**config.mk**
```make
export PLATFORM = sky130hd
export DESIGN_NAME = pipeline_hazard_controller
export DESIGN_NICKNAME = d
export VERILOG_FILES = /design/src/rtl/pipeline_hazard_controller.sv
export SDC_FILE = /design/constraint.sdc
export NUM_CORES = 1
export LEC_CHECK = 0
export CELL_PAD_IN_SITES_DETAIL_PLACEMENT = 0
export CELL_PAD_IN_SITES_GLOBAL_PLACEMENT = 1
export CORE_MARGIN = 5
export CORE_UTILIZATION = 29
export CTS_CLUSTER_DIAMETER = 150
export CTS_CLUSTER_SIZE = 10
export DETAILED_ROUTE_END_ITERATION = 6
export HOLD_SLACK_MARGIN = 0.1
export MAX_ROUTING_LAYER = met4
export PLACE_DENSITY = 0.91
export SYNTH_ARGS = -nofsm -noshare
export SYNTH_HDL_FRONTEND = slang
export SYNTH_SLANG_ARGS = --single-unit
```
**constraint.sdc**
```tcl
create_clock -name clk -period 2.6 [get_ports clk]
set_input_delay 0.52 -clock clk [delete_from_list [all_inputs] [get_ports clk]]
set_output_delay 0.52 -clock clk [all_outputs]
set_load 0.02 [all_outputs]
```
**src/rtl/pipeline_hazard_controller.sv**
```systemverilog
// Hazard/redirect sequencer: picks the next fetch PC and drives the
// fetch-stall, decode-flush and execute-bubble controls, with perf counters.
//
// Ports:
//   clk, reset              clock, synchronous active-high reset
//   predict_pc              predictor's next PC
//   d_*                     decode-stage instruction info
//   e_*                     execute-stage load info and jalr resolution
//   m_mispredict, m_correct_pc  mispredict pulse and corrected PC
//   next_pc                 fetch PC (combinational)
//   stall_f, flush_d, bubble_e  pipeline controls (combinational)
//   state                   registered FSM state
//   jalr_timeout            sticky error flag
//   stall_cycles, flush_events  saturating perf counters
module pipeline_hazard_controller #(
  parameter logic [31:0] RESET_PC     = 32'h0000_0000,
  parameter int          FLUSH_CYCLES = 2,
  parameter int          JALR_TIMEOUT = 15,
  parameter logic [31:0] CNT_MAX      = 32'hFFFF_FFFF
) (
  input  logic        clk,
  input  logic        reset,
  input  logic [31:0] predict_pc,
  input  logic        d_valid,
  input  logic [4:0]  d_rs1,
  input  logic [4:0]  d_rs2,
  input  logic        d_rs1_used,
  input  logic        d_rs2_used,
  input  logic        d_is_jalr,
  input  logic        e_valid,
  input  logic        e_is_load,
  input  logic [4:0]  e_rd,
  input  logic        e_jalr_resolved,
  input  logic [31:0] e_jalr_target,
  input  logic        m_mispredict,
  input  logic [31:0] m_correct_pc,
  output logic [31:0] next_pc,
  output logic        stall_f,
  output logic        flush_d,
  output logic        bubble_e,
  output logic [1:0]  state,
  output logic        jalr_timeout,
  output logic [31:0] stall_cycles,
  output logic [31:0] flush_events
);

  typedef enum logic [1:0] {
    RUN        = 2'd0,
    LOAD_STALL = 2'd1,
    JALR_WAIT  = 2'd2,
    FLUSH      = 2'd3
  } st_t;

  localparam logic [2:0] FLOAD = 3'(FLUSH_CYCLES - 1);
  localparam logic [7:0] WMAX  = 8'(JALR_TIMEOUT);

  st_t        st_q, st_d;
  logic [2:0] fcnt_q, fcnt_d;
  logic [7:0] wcnt_q, wcnt_d;
  logic       tmo_set;
  logic       load_use;

  assign load_use = d_valid && e_valid && e_is_load
                 && (e_rd != 5'd0)
                 && ((d_rs1_used && (d_rs1 == e_rd))
                  || (d_rs2_used && (d_rs2 == e_rd)));

  assign state = st_q;

  always_comb begin
    st_d     = st_q;
    fcnt_d   = fcnt_q;
    wcnt_d   = wcnt_q;
    tmo_set  = 1'b0;
    next_pc  = predict_pc;
    stall_f  = 1'b0;
    flush_d  = 1'b0;
    bubble_e = 1'b0;
    if (reset) begin
      next_pc  = RESET_PC;
      flush_d  = 1'b1;
      bubble_e = 1'b1;
      st_d     = RUN;
      fcnt_d   = 3'd0;
      wcnt_d   = 8'd0;
    end else if (m_mispredict) begin
      next_pc  = m_correct_pc;
      flush_d  = 1'b1;
      bubble_e = 1'b1;
      fcnt_d   = FLOAD;
      wcnt_d   = 8'd0;
      st_d     = FLUSH;
    end else begin
      case (st_q)
        JALR_WAIT: begin
          stall_f = 1'b1;
          flush_d = 1'b1;
          if (e_jalr_resolved) begin
            next_pc = e_jalr_target;
            stall_f = 1'b0;
            st_d    = RUN;
          end else begin
            wcnt_d = wcnt_q + 8'd1;
            if (wcnt_d == WMAX) begin
              tmo_set = 1'b1;
              st_d    = RUN;
            end
          end
        end
        FLUSH: begin
          bubble_e = 1'b1;
          // counter holds bubbles still owed after this one
          if (fcnt_q <= 3'd1) st_d = RUN;
          if (fcnt_q != 3'd0) fcnt_d = fcnt_q - 3'd1;
        end
        default: begin
          // LOAD_STALL ignores load_use so a load costs one cycle
          if (load_use && (st_q == RUN)) begin
            stall_f  = 1'b1;
            bubble_e = 1'b1;
            st_d     = LOAD_STALL;
          end else if (d_valid && d_is_jalr) begin
            stall_f = 1'b1;
            wcnt_d  = 8'd0;
            st_d    = JALR_WAIT;
          end else begin
            st_d = RUN;
          end
        end
      endcase
    end
  end

  always_ff @(posedge clk) begin
    if (reset) begin
      st_q         <= RUN;
      fcnt_q       <= 3'd0;
      wcnt_q       <= 8'd0;
      jalr_timeout <= 1'b0;
      stall_cycles <= 32'd0;
      flush_events <= 32'd0;
    end else begin
      st_q   <= st_d;
      fcnt_q <= fcnt_d;
      wcnt_q <= wcnt_d;
      if (tmo_set) jalr_timeout <= 1'b1;
      if (stall_f && (stall_cycles != CNT_MAX))
        stall_cycles <= stall_cycles + 32'd1;
      if (m_mispredict && (flush_events != CNT_MAX))
        flush_events <= flush_events + 32'd1;
    end
  end

endmodule

```
* Word level (Yosys, flattened, before mapping)
Cells that the tools add are included.
** Operators by class
- $add $sub $neg :: 4
- $lt $le $gt $ge :: 1
- Eq/ne operators :: 11
- Multiplexer cells :: 36
- Bitwise logic cells :: 1
- Reductions and logical operators :: 22
** Operator list (count)
- 32-bit two-way mux :: 4
- 32-bit by 1-bit adder with 32-bit output, second input constant :: 2
- 32-bit inequality test, second input constant :: 2
- 8-bit two-way mux :: 3
- 1-bit two-way mux :: 19
- 8-bit case mux with 2 select lines :: 1
- 2-bit two-way mux :: 6
- 5-bit equality test :: 2
- 1-bit logical AND :: 10
- 8-bit by 1-bit adder with 8-bit output, second input constant :: 1
- 8-bit by 4-bit equality test with 1-bit output, second input constant :: 1
- 2-bit AND reduction :: 3
- 2-bit nonzero test :: 3
- 5-bit nonzero test :: 1
- 2-bit equality test, second input constant :: 2
- 4-bit inequality test, second input constant :: 1
- 1-bit case mux with 2 select lines :: 2
- 2-bit case mux with 2 select lines :: 1
- 4-bit AND reduction :: 1
- 3-bit by 1-bit <= comparator with 1-bit output, second input constant :: 1
- 3-bit inequality test, second input constant :: 1
- 3-bit nonzero test :: 1
- 3-bit by 1-bit subtractor with 3-bit output, second input constant :: 1
- 2-bit zero test :: 1
- 5 further kinds :: 5
** Word-level totals
- Flip-flop bits (word level) :: 78
- Input bits :: 121
- Word-level logic and storage cells :: 82

* Logic depth before layout (Yosys ltp)
Gate-level depths: netlist of run 1.
- Depth after elaboration :: 10
- Depth in mapped cells :: 8
- Mapped depth without buffers :: 8

* Least setup slack after synthesis of run 1
OpenSTA, ideal clock, no wires.
- Path type :: register to output
- Start point :: reg st_q[1] (netlist: state[1])
- End point :: out next_pc[21]
- Arrival time :: 1.748 ns
- Required time :: 2.080 ns
- Setup slack :: 0.332 ns
- Cell stages (with the launch flop) :: 8
- Buffers on the path :: 2
- Cells stage by stage :: dfxtp_1 nor2b_1 clkbuf_1 clkbuf_1 nand3_1 a21oi_1 a21oi_1 nor2_1
** On the way
- Cells in the longest elaborated chain, start to end :: 4
** Ends and longest elaborated chain
- from (decl) :: line 57 : st_t st_q, st_d;
- from (signal assigned) :: line 143 : st_q <= st_d;
- 2-bit equality test :: line 94 : case (st_q)
- 32-bit two-way mux :: line 94
- 32-bit two-way mux :: line 86 : end else if (m_mispredict) begin
- 32-bit two-way mux :: line 79 : if (reset) begin
- to (decl) :: line 37 : output logic [31:0] next_pc,
No other way between the ends.

* Final worst setup path of run 1
- Start point :: in e_jalr_resolved
- End point :: out next_pc[30]
** On the way
- Cells in the longest elaborated chain, start to end :: 4
** Ends and longest elaborated chain
- from (decl) :: line 33 : input logic e_jalr_resolved,
- 32-bit two-way mux :: line 98 : if (e_jalr_resolved) begin
- 32-bit two-way mux :: line 94
- 32-bit two-way mux :: line 86
- 32-bit two-way mux :: line 79
No other way between the ends.

==> impl_metrics.ini, run 1 <==
[run_status]
status = completed

[drt]
wl_um = 16900
ant_nets = 0
drc = 0
routed_via_density = 4.84
first_pass_iters = 5
drtIter0Drc = 254
vias = 5444
post_drt_wl_per_cell_um = 15.1

[clocking]
post_cts_buffers = 0
path_clk_slew_ns = 0.06
clkLatencyLatePin_ns = 0.33
cts_buffers = 9
cts_tree = yes
clock_sinks = 78
cts_root_buf = clkbuf_16
htreeDepth = 3
clk_path_buf_depth = 2

[sta]
clock_skew_ns = 0.00674
relSlewSlack_pct = 54.7
rsz0062_at_grt = no
worst_slew_pin_slew_ns = 0.680
maxSlewViolCount = 0
fin_crit_sh_pct = 96.3
setup_viol = 0
period_needed_ns = 2.50
max_freq_mhz = 399
hold_viol = 0
setup_ws_ns = 0.0964

[final_layout]
final_util_pct = 47.0
fin_nets = 1027
num_antenna_cells = 0
final_area_mm2 = 0.00779
area_delta_synth_final_pct = 59.0
fillers = 1675
layout-drive-gt1-share_pct = 13.4
regArea_mm2 = 0.00156
multi_input_area_mm2 = 0.00317

[place]
hpwl_um = 12900
port_buffers = 222
place_ws_ns = -0.431
gp_congestion = 0.907
place_area_mm2 = 0.00762

[setup_path]
start_kind = input pin
slowest_stage = clkdlybuf4s50_1
rrSetupSlack_ns = 0.42
worstSetupStartpoint = e_jalr_resolved
path_cells = clkdlybuf4s50_1 > nand2_1 > buf_12 > nand2_1 > a21oi_1 > a21oi_1 > nor2_1 > clkdlybuf4s15_1
cpPeakStageDelay_ns = 0.48
worstPathMaxFanout = 32
r2r.worst_path.cells = 7
r2r_start = flush_events[23]$_SDFFE_PP0P_
r2r-end = flush_events[15]$_SDFFE_PP0P_
critPathRequiredTime_ns = 2.08
critPathKind = input pin to output pin
end_kind = output pin
critPathArrivalTime_ns = 1.98

[floorplanning]
fp.dieH_um = 140
dieArea_mm2 = 0.0196
initial_utilization_pct = 29.6
die_w_um = 140
io_pins = 223
core-area_mm2 = 0.0166
rows = 47

[pwr]
p_total_uw = 3120
p_leak_uw = 0.00291
p_per_area_mw_per_mm2 = 401
ir_drop_v = 0.000330

[grt]
grt_max_degree = 64
grt_pass1_vias = 5051
grt_first_pass_wirelength_um = 26800
grt_overflow = 0
grt_antenna_before_repair = 0
grt_use_total_pct = 16.8

[yosys]
ys.flop_type = dfxtp_1
yosysWarningCount = 0
ys_async_sr_fraction_pct = 0
yosysSeqAreaShare_pct = 31.9
yosysUniqueCellTypes = 56
ys_ff_latch = 78
syn-cell-area_mm2 = 0.00490
syn_area_per_cell_um2 = 7.39
synth-edff-count = 0
synth_nets = 791
syn_inst = 663

[hold_path]
hp-class = flop to flop
holdPathEnd = jalr_timeout$_SDFFE_PP0P_
hold_depth = 2
hp-start = jalr_timeout$_SDFFE_PP0P_

[flow_run]
drv_cap = 0
-- power breakdown --
group / internal, uW / switching [uW]
Combinational: 321 / 297
Clock: 800 / 494
Sequential: 1200 / 8.32
Total: 2320 / 799
-- area by class of cell --
cell class | count | share of cell area (%)
clock buffer | 12 | 3.29
clock inverter | 4 | 0.690
inverter | 8 | 0.385
multi-input combinational | 539 | 40.6
sequential | 78 | 20.0
tap | 220 | 3.53
timing repair buffer | 263 | 31.4
-- kinds of logic after synthesis --
logic type | Yosys count | synth area share [%]
XOR/XNOR | 61 | 10.9
adder cells (fa/ha/maj) | 7 | 1.79
AND/OR/NAND/NOR | 352 | 36.5
AO/OA/AOI/OAI | 113 | 13.4
buffers and inverters | 46 | 4.03
multiplexers | 6 | 1.53
flip-flops | 78 | 31.9
-- synthesized netlist by cell type (4+ instances only) --
| cell | count | area share, % |
|---|---|---|
| a21oi_1 | 82 | 8.4 |
| and2_1 | 4 | 0.51 |
| and3_1 | 9 | 1.1 |
| and4_1 | 10 | 1.8 |
| buf_2 | 5 | 0.51 |
| clkbuf_1 | 29 | 2.2 |
| dfxtp_1 | 78 | 32 |
| ha_1 | 7 | 1.8 |
| inv_1 | 8 | 0.61 |
| nand2_1 | 60 | 4.6 |
| nand2_2 | 4 | 0.51 |
| nand3_1 | 70 | 7.1 |
| nand4_1 | 25 | 3.2 |
| nor2_1 | 118 | 9.0 |
| nor3_1 | 9 | 0.92 |
| o21ai_0 | 10 | 1.0 |
| o21ai_1 | 5 | 0.51 |
| or3_1 | 11 | 1.4 |
| xnor2_1 | 20 | 3.6 |
| xor2_1 | 41 | 7.3 |
-- worst max-delay path by stage --
| stage | slack [ns] | to |
|---|---|---|
| after global routing | 0.01 | next_pc[30] |
| after floorplan | 0.33 | next_pc[21] |
| after CTS | 0.002 | next_pc[4] |
| after detailed placement | -0.43 | stall_f |
| final | 0.1 | next_pc[30] |
| after global placement | -0.36 | bubble_e |
-- worst max-delay path: cells and delay by family --
family	cells	cell delay, ns
buffers and inverters	3	0.99
and+or+nand+nor	3	0.29
AOI/OAI and AO/OA	2	0.19
-- stage by stage --
step	TNS, ns	instances	hold slack (ns)
2_1_floorplan	0	663	0.445
3_3_place_gp	-14.46	1108	0.466
3_5_place_dp	-16.21	1108	0.479
4_1_cts	0	1124	0.490
5_1_grt	0	1124	0.503
6_report	0	1124	0.485
-- metal layers --
metal	share of wire [%]	vias up	GRT usage, %
li1	-	2783	-
met1	46	2480	22.4
met4	1.9	0	4.49
met2	48	158	26.1
met5	0	-	-
met3	4.5	23	3.27
-- cell usage in the layout (no fill, tap or decap), types with 4 or more instances in the layout --
| cell type | count |
|---|---|
| buf_12 | 7 |
| nor3_1 | 9 |
| ha_1 | 7 |
| a21oi_1 | 80 |
| buf_4 | 36 |
| and4_1 | 10 |
| and2_1 | 4 |
| dfxtp_1 | 78 |
| inv_1 | 8 |
| clkdlybuf4s50_1 | 183 |
| o21ai_1 | 5 |
| xnor2_1 | 20 |
| nand3_1 | 70 |
| nand2_2 | 5 |
| clkbuf_2 | 31 |
| nand2_1 | 59 |
| nor2_1 | 118 |
| nand4_1 | 25 |
| o21ai_0 | 10 |
| clkbuf_16 | 9 |
| and3_1 | 9 |
| or3_1 | 11 |
| xor2_1 | 41 |
-- flip-flops by register name, summed over array words and instances, names as in the netlist --
register	cells
stall_cycles	32
fcnt_q	3
state	2
jalr_timeout	1
wcnt_q	8
flush_events	32
-- what timing repair did --
action,4_1_cts,5_1_grt
gates cloned,0,0
hold buffers,0,0
endpoints found under the setup margin,34,34
resized for setup,48,64
Power figures use the tool's default switching activity.
==> inputs of run 2 (changes only) <==
- CAP_MARGIN: default -> 5
- CORE_ASPECT_RATIO: default -> 0.5
- PLACE_DENSITY: 0.91 -> default
- PLACE_DENSITY_LB_ADDON: default -> 0.12
==> impl_metrics.ini, run 2 (synthesis gave the netlist of run 1 again) <==
[floorplanning]
dieArea_mm2 = 0.0198
initial_utilization_pct = 29.8
io_pins = 223
die_w_um = 194
fp.dieH_um = 102
rows = 33
core-area_mm2 = 0.0165

[pwr]
p_total_uw = 2960
power.switching_uw = 770
p_per_area_mw_per_mm2 = 378
ir_drop_v = 0.000311
power_frac_clock_pct = 37.8
p_leak_uw = 0.00290
p_int_uw = 2190
p_sw_share_pct = 26.0
power_frac_comb_pct = 21.3
power_frac_seq_pct = 40.9

[setup_path]
slowest_stage = clkdlybuf4s50_1
r2r_start = stall_cycles[7]$_SDFFE_PP0P_
critPathKind = input pin to output pin
worstSetupStartpoint = e_jalr_resolved
cpPeakStageDelay_ns = 0.49
critPathRequiredTime_ns = 2.08
path_cells = clkdlybuf4s50_1 > nand2_2 > buf_12 > nand2_1 > a21oi_2 > a21oi_1 > nor2_1 > clkdlybuf4s15_2
start_kind = input pin
end_kind = output pin
worstPathMaxFanout = 15
critPathArrivalTime_ns = 2.01

[run_status]
status = completed

[flow_run]
drv_cap = 0

[sta]
setup_ws_ns = 0.0717
setup_viol = 0
hold_viol = 0
clock_skew_ns = 0.00682
period_needed_ns = 2.53
worst_slew_pin_slew_ns = 0.549
max_freq_mhz = 396
fin_setup_tns_ns = 0
holdWs_ns = 0.493
maxSlewViolCount = 0
fin_crit_sh_pct = 97.2
relSlewSlack_pct = 63.0

[final_layout]
multi_input_area_mm2 = 0.00317
layout_commonest_cell = clkdlybuf4s50_1
final_util_pct = 47.6
fillers = 1679
fin_nets = 1031
area_delta_synth_final_pct = 59.9
top_regs = flush_events x32, stall_cycles x32, wcnt_q x8
layout-drive-gt1-share_pct = 13.4
final_cell_mix = 183 x clkdlybuf4s50_1, 118 x nor2_1, 81 x a21oi_1, 78 x dfxtp_1, 70 x nand3_1
regArea_mm2 = 0.00156
num_antenna_cells = 0

[grt]
grt_pass1_vias = 5110
grt_antenna_before_repair = 0
grt_first_pass_wirelength_um = 28200
grt_max_degree = 44
grt_overflow = 0
grt_use_total_pct = 18.2

[drt]
ant_nets = 0
routed.top_layer = met4
wl_um = 18400
m1WireLength_um = 9000
drc = 0
wl_met3_um = 833
drtIter0Drc = 215
first_pass_iters = 4
routed_via_density = 4.80
vias = 5435
dr_wl_met2_um = 8390
post_drt_wl_per_cell_um = 16.2

[clocking]
cts_tree = yes
cts_buffers = 9
clk_path_buf_depth = 2
clock_sinks = 78
post_cts_buffers = 0
htreeDepth = 3
clkLatencyLatePin_ns = 0.33
path_clk_slew_ns = 0.06
cts_root_buf = clkbuf_16

[place]
port_buffers = 222
place_ws_ns = -0.420
gp_congestion = 0.877
hpwl_um = 14000

[hold_path]
hp-class = flop to flop
hp-start = jalr_timeout$_SDFFE_PP0P_
## run 2: area by class of cell
cell class / count / share of cell area (%)
Sequential cell: 78 / 19.9
Timing Repair Buffer: 267 / 32.4
Clock inverter: 2 / 0.128
Multi-Input combinational cell: 539 / 40.4
Clock buffer: 12 / 3.14
Tap cell: 227 / 3.62
Inverter: 8 / 0.383
## run 2: metrics by stage
stage,area (um^2),cells
after floorplan,4900,663
after global placement,7640,1119
after detailed placement,7640,1119
after CTS,7880,1133
after global routing,7840,1133
final,7840,1133
## run 2: repair_timing
action	4_1_cts	5_1_grt
setup endpoints to repair	34	35
hold buffers	0	0
pin swaps	0	1
cloned	0	0
resized for setup	70	42
## run 2: final timing paths
kind                                                      end  slack (ns)  depth (start not counted)
worst max register to register  stall_cycles[18]$_SDFFE_PP0P_        0.43                          8
worst max-delay path                               next_pc[0]        0.07                          8
worst min register to register      jalr_timeout$_SDFFE_PP0P_        0.49                          2
worst min-delay path                jalr_timeout$_SDFFE_PP0P_        0.49                          2
## run 2: power by group through the flow
| stage | clock network (uW) | logic [uW] | registers (uW) |
|---|---|---|---|
| 2_1_floorplan | 0 | 269 | 1250 |
| 3_3_place_gp | 0 | 653 | 1240 |
| 3_5_place_dp | 0 | 654 | 1240 |
| 4_1_cts | 1160 | 638 | 1210 |
| 5_1_grt | 1220 | 682 | 1210 |
| 6_report | 1120 | 631 | 1210 |
## run 2: critical path, delay by kind of cell
kind	cells	cell delay, ns
compound gates	2	0.22
simple gates	3	0.35
buf+inv	3	0.91
## run 2: per-layer routing
| metal | up-vias | track usage (%) |
|---|---|---|
| li1 | 2800 | - |
| met1 | 2477 | 24.4 |
| met2 | 145 | 29.1 |
| met3 | 13 | 3.66 |
| met4 | 0 | 3.35 |
| met5 | - | - |
==> inputs of run 3 (changes only) <==
- CAP_MARGIN: 5 -> 20
==> results of run 3 <==
No change in the layout: final DEF, timing and power equal those of run 2.
